`src/rtl/md_iteration_controller.sv`:
```
// Top-level MD run scheduler: per iteration it fires force evaluation, waits for
// force completion plus an interconnect drain, then runs motion update on every cell.
module md_iteration_controller #(
  parameter int NUM_CELLS    = 64,
  parameter int ITER_WIDTH   = 16,
  parameter int BLANK_CYCLES = 16,
  parameter int DRAIN_CYCLES = 8
) (
  input  logic                  clk,
  input  logic                  rst,
  input  logic                  start,
  input  logic                  abort,
  input  logic [ITER_WIDTH-1:0] num_iter,
  input  logic                  all_reading_done,
  input  logic                  all_force_wr_issued,
  input  logic [NUM_CELLS-1:0]  mu_cell_done,
  output logic                  iter_start,
  output logic                  mu_start,
  output logic                  busy,
  output logic                  done,
  output logic [ITER_WIDTH-1:0] iter_count,
  output logic [2:0]            state_dbg
);

  localparam int WAIT_MAX = (BLANK_CYCLES > DRAIN_CYCLES)
                          ? ((BLANK_CYCLES > 1) ? BLANK_CYCLES : 1)
                          : ((DRAIN_CYCLES > 1) ? DRAIN_CYCLES : 1);
  localparam int CW = $clog2(WAIT_MAX + 1);

  localparam logic [2:0] S_IDLE        = 3'd0;
  localparam logic [2:0] S_FORCE_START = 3'd1;
  localparam logic [2:0] S_FORCE_EVAL  = 3'd2;
  localparam logic [2:0] S_DRAIN       = 3'd3;
  localparam logic [2:0] S_MU_START    = 3'd4;
  localparam logic [2:0] S_MU_RUN      = 3'd5;
  localparam logic [2:0] S_NEXT_ITER   = 3'd6;
  localparam logic [2:0] S_DONE        = 3'd7;

  logic [2:0]            state;
  logic [CW-1:0]         wait_cnt;
  logic [ITER_WIDTH-1:0] num_iter_q;
  logic [ITER_WIDTH-1:0] iter_next;
  logic                  wait_zero;

  assign iter_next = iter_count + ITER_WIDTH'(1);
  assign wait_zero = (wait_cnt == '0);

  always_ff @(posedge clk) begin
    if (rst) begin
      state      <= S_IDLE;
      wait_cnt   <= '0;
      num_iter_q <= '0;
      iter_count <= '0;
    end else if (abort && (state != S_DONE)) begin
      // Abort returns to IDLE without a done pulse; iter_count is kept for inspection.
      state <= S_IDLE;
    end else begin
      case (state)
        S_IDLE: begin
          if (start) begin
            num_iter_q <= num_iter;
            iter_count <= '0;
            state      <= (num_iter == '0) ? S_DONE : S_FORCE_START;
          end
        end
        S_FORCE_START: begin
          wait_cnt <= CW'(BLANK_CYCLES);
          state    <= S_FORCE_EVAL;
        end
        S_FORCE_EVAL: begin
          // Completion flags may still be high from the previous iteration until
          // the blanking window has expired.
          if (!wait_zero) begin
            wait_cnt <= wait_cnt - CW'(1);
          end else if (all_reading_done && all_force_wr_issued) begin
            wait_cnt <= CW'(DRAIN_CYCLES);
            state    <= S_DRAIN;
          end
        end
        S_DRAIN: begin
          if (wait_zero) state <= S_MU_START;
          else           wait_cnt <= wait_cnt - CW'(1);
        end
        S_MU_START: begin
          wait_cnt <= CW'(1);
          state    <= S_MU_RUN;
        end
        S_MU_RUN: begin
          if (!wait_zero)         wait_cnt <= wait_cnt - CW'(1);
          else if (&mu_cell_done) state <= S_NEXT_ITER;
        end
        S_NEXT_ITER: begin
          iter_count <= iter_next;
          state      <= (iter_next == num_iter_q) ? S_DONE : S_FORCE_START;
        end
        S_DONE:  state <= S_IDLE;
        default: state <= S_IDLE;
      endcase
    end
  end

  assign iter_start = (state == S_FORCE_START);
  assign mu_start   = (state == S_MU_START);
  assign done       = (state == S_DONE);
  assign busy       = (state != S_IDLE);
  assign state_dbg  = state;

endmodule

```
`config.mk`:
```
export PLATFORM = sky130hd
export DESIGN_NAME = md_iteration_controller
export DESIGN_NICKNAME = d
export VERILOG_FILES = /design/src/rtl/md_iteration_controller.sv
export SDC_FILE = /design/constraint.sdc
export NUM_CORES = 1
export LEC_CHECK = 0
export CAP_MARGIN = 20
export CORE_ASPECT_RATIO = 1.4
export CORE_MARGIN = 2
export CORE_UTILIZATION = 43
export DETAILED_ROUTE_END_ITERATION = 10
export HOLD_SLACK_MARGIN = 0.15
export PLACE_DENSITY = 0.77
export SLEW_MARGIN = 20
export SYNTH_ARGS = -nofsm -noshare
export SYNTH_HDL_FRONTEND = slang
export SYNTH_SLANG_ARGS = --single-unit
```
`constraint.sdc`:
```
create_clock -name clk -period 2.7 [get_ports clk]
set_input_delay 0.405 -clock clk [delete_from_list [all_inputs] [get_ports clk]]
set_output_delay 0.405 -clock clk [all_outputs]
set_load 0.05 [all_outputs]
```
Word-level counts from Yosys, hierarchy flattened

Cells that the tools add are included.

Register bits: 40
Input bits: 86
Output and inout bits: 23
Logic and storage cells: 54

Add/subtract/negate cells: 2
Eq/ne operators: 17
Mux-type cells: 15
Bitwise operators: 1
Reduce and logical (&&, ||, !) cells: 15

Operator list:

| operator                | number |
|---|---|
| $reduce_and A64 Y1      | 1 |
| $pmux W16 S2            | 1 |
| $mux W3                 | 8 |
| $pmux W3 S8             | 1 |
| $pmux W5 S4             | 1 |
| $add A16 B1 Y16 const B | 1 |
| $eq A16 B16 Y1          | 1 |
| $logic_not A16 Y1       | 1 |
| $mux W16                | 1 |
| $mux W5                 | 3 |
| $ne A2 B2 Y1 const B    | 7 |
| $eq A3 B3 Y1 const B    | 4 |
| $eq A3 B2 Y1 const B    | 2 |
| $ne A3 B3 Y1 const B    | 2 |
| $reduce_and A3 Y1       | 2 |
| $reduce_and A6 Y1       | 1 |
| $logic_not A5 Y1        | 1 |
| $sub A5 B1 Y5 const B   | 1 |
| $reduce_and A4 Y1       | 1 |
| $reduce_bool A4 Y1      | 1 |
| $reduce_or A2 Y1        | 2 |
| $eq A3 B1 Y1 const B    | 1 |
| $logic_not A3 Y1        | 1 |
| $reduce_bool A3 Y1      | 1 |
| 3 further kinds         | 4 |

Depth between registers and ports, before layout

Word-level depth: 4
Depth in mapped cells: 9
Gate-level depth less buffers: 8

Least setup slack after synthesis

No wires, ideal clock.

Path type: flip-flop to flip-flop
From: reg iter_count[0]
To: reg state[1], in the netlist state_dbg[1]
Setup time: 79 ps
Arrival time: 2,340 ps
Data required time: 2,621 ps
Slack: 281 ps
Cell stages (with the launch flop): 8
Path buffers: 0
Period minus slack after synthesis: 2,419 ps
Cells stage by stage: dfxtp_1 > ha_1 > nand3_1 > nor2_1 > nand4b_1 > a311oi_1 > o2111ai_1 > a211oi_2

Longest elaborated chain between the ends: 4

Ends and longest elaborated chain:

| item                   | line | source |
|---|---|---|
| from (decl)            | 21   | `output logic [ITER_WIDTH-1:0] iter_count,` |
| from (signal assigned) | 93   | `iter_count <= iter_next;` |
| $add A16 B1 Y16        | 45   | `assign iter_next = iter_count + ITER_WIDTH'(1);` |
| $eq A16 B16 Y1         | 94   | `state <= (iter_next == num_iter_q) ? S_DONE : S_FORCE_START;` |
| $mux W3                | 94   |  |
| $pmux W3 S8            | 58   | `case (state)` |
| to (signal assigned)   | 63   | `state <= (num_iter == '0) ? S_DONE : S_FORCE_START;` |
| to (signal assigned)   | 94   |  |
| to (decl)              | 39   | `logic [2:0] state;` |

No other way between the ends.
A chain may end at the register's enable or synchronous reset.

Worst setup path in the final report

From: reg state[2], in the netlist state_dbg[2]
To: out busy

Longest elaborated chain between the ends: 1

Ends and longest elaborated chain:

| item               | line | source |
|---|---|---|
| $reduce_bool A3 Y1 | 105  | `assign busy = (state != S_IDLE);` |
| to (decl)          | 19   | `output logic busy,` |

No other way between the ends.

==> metrics.txt <==
post-layout util 66.5%; Worst-path clk slew 0.07 ns; vias in the first global route 2913; Comb pwr share 19.6%; flops & latches, synth 40; register area share after synthesis between 30% and 40%; Setup crit end kind output pin; post-CTS setup buffers 0; Final Hold Fails 0; gr usage total roughly a quarter; Syn Area/Cell 7.86 um2; Slowest cell on crit path clkdlybuf4s50_1; layout cell share with drive strength beyond 1 5.44%; CTS Buf Count 5; fin area between 3000 and 4000 um2; Worst Skew 0.00314 ns; hold buffers post-CTS 0; Worst Max-Slew Pin Slew 0.613 ns; main area contributors after synthesis dfxtp_1 (31%), nor2_1 (7.6%), mux2i_1 (6.5%); Async S/R FF share, synth 0%; Synth Net Count around 420; Slew headroom approximately 60%; final worst slack between 0.2 and 0.25 ns; PwrDens between 300 and 400 nW/um2; GP Congestion between 0.9 and 1; Crit Path Max Fanout 13; Total Routed Length 8620 um; CP Cell Sequence or2_1 > nor2_1 > inv_1 > clkdlybuf4s50_1; Post-synth top cells nor2_1 (53), dfxtp_1 (40), nand4_1 (22); final period utilization about 90%; multi-input logic area about 1700 um2; Seq pwr share a little under half; Bufs and invs on worst path 2; GR Overflow Total 0; 1st-pass router iterations 4; Routed Antenna Nets 0; Sequential cell area about 800 um2; critical path startpoint category flip-flop; HPWL Detailed 6950 um; Port Buffer Count ~110; R2R Setup Slk approximately 0.27 ns; vias per cell slightly below 6; Boundary Pins between 100 and 150; worst skew pair latency roughly 0.30 ns; hold worst-path end iter_count[15]; DP Worst Slack 0.352 ns; H-Tree Level Count 2; first-pass GRT wire length between 10000 and 15000 um; reg2reg start iter_count[0]; Synth top area share between 30% and 40%; nets@finish between 500 and 600; maximum clock rate 400 MHz; Inst Count DP just over 500; P_sw about 0.33 mW; Non-Filler Instances 511; min-delay src iter_count[15]; Die ar. between 6000 and 7000 um2; starting density of the core between 40 and 50%; placed cell area between 3000 and 4000 um2; DR WL/cell approximately 17 um; post-synthesis cell type count 51; CTS Buffer Depth 2; Clock Sinks 40; Pint approximately 1.0 mW; max_cap viols 0; Post-synth EDFFs 0; post-synth design cell area about 2600 um2; Die X ~70 um; dominant cell by count in the synthesized netlist nor2_1; cts repair resizes 0; endpoints failing setup 0; Die H between 90 and 100 um; CTS tree built; minimum clock period roughly 2.5 ns; row cnt 33; worst endpoint required time roughly 2.3 ns; kind of critical path reg2out; Inserted Diodes 0; root buf cell clkbuf_8; fillcell total between 500 and 600; Ys Warns 0; reg2reg path depth 7; # DRC 0; initial drt markers between 200 and 250; initial antenna violation count 0; Worst Path Arrival 2.09 ns; largest net degree at the start of global routing 38; status completed; DR vias between 3000 and 4000; Switching Share between 20% and 30%; setup_tns 0 ns; RSZ-0062 raised after global routing false; Max Slew Vio Count 0; Clock power frac between 30% and 40%; area added between synthesis and finish 49.5%; Final Power roughly 1.4 mW; Hold Slack roughly 0.5 ns; CP peak stage delay between 0.8 and 0.9 ns; Synth area leader dfxtp_1; hold path cells 2; Top FF cell, synth dfxtp_1; Worst VDD drop around 0.4 mV; Hold Path Class reg2reg; leak pwr about 1.4 nW; Gate Count Post-Synth 332; core area between 5000 and 6000 um2; Reg-to-Reg End state_dbg[1]; delay-heaviest family, CP buffers and inverters
-- worst max-delay path by stage --
stage | slack, ns | start | end | cells past startpoint
after floorplan | 0.28 | iter_count[0] | state_dbg[1] | 7
after global placement | 0.43 | abort | iter_count[11] | 7
after detailed placement | 0.35 | iter_count[0] | state_dbg[1] | 7
after CTS | 0.20 | state_dbg[2] | busy | 4
after global routing | 0.08 | state_dbg[2] | busy | 4
final | 0.20 | state_dbg[2] | busy | 4
-- cells in the final DEF (no fill, tap or decap), drive strengths merged, types with 11 or more instances in the layout --
cell	instances
dfxtp	40
mux2i	17
buf	12
nor3	11
xnor2	16
nor4	11
o21ai	13
a21oi	20
clkdlybuf4s50	108
nand4	23
nor2	53
-- cell families after synthesis --
kind of cell / Yosys count / synth area share, %
fa+ha+maj: 3 / 1.44
mux: 17 / 6.52
compound gates: 62 / 15.3
simple gates: 162 / 34.3
flops: 40 / 30.7
xor+xnor: 23 / 7.72
buf+inv: 25 / 3.98
-- flip-flops by register name, summed over array words and instances (netlist names) --
name,cells
iter_count,16
wait_cnt,5
state_dbg,3
num_iter_q,16
-- worst min-delay path, delay by kind of cell (launching register included) --
kind | cells | cell delay [ns]
compound gates | 1 | 0.05
flops | 1 | 0.35
simple gates | 1 | 0.07
-- metal layers --
metal	vias to the layer above	global-route usage [%]	wire [um]
met5	-	0	0
met4	0	9.94	300
met3	23	6.70	708
met2	140	51.8	4490
met1	1383	24.7	3120
li1	1455	-	-
-- area by class of cell --
cell class / instances / area share (%)
multi-input combinational: 267 / 43.9
timing repair buffer: 120 / 30.0
sequential: 40 / 20.5
tap: 70 / 2.25
clock buffer: 6 / 1.86
clock inverter: 2 / 0.898
inverter: 6 / 0.577
-- power groups by stage --
stage / sequential [mW] / clock [mW] / combinational, mW
after detailed placement: 0.634 / 0 / 0.270
after global routing: 0.622 / 0.512 / 0.290
after CTS: 0.620 / 0.491 / 0.270
final: 0.620 / 0.487 / 0.269
after floorplan: 0.632 / 0 / 0.105
after global placement: 0.634 / 0 / 0.266
No activity file was read; power rests on OpenSTA's default activity.
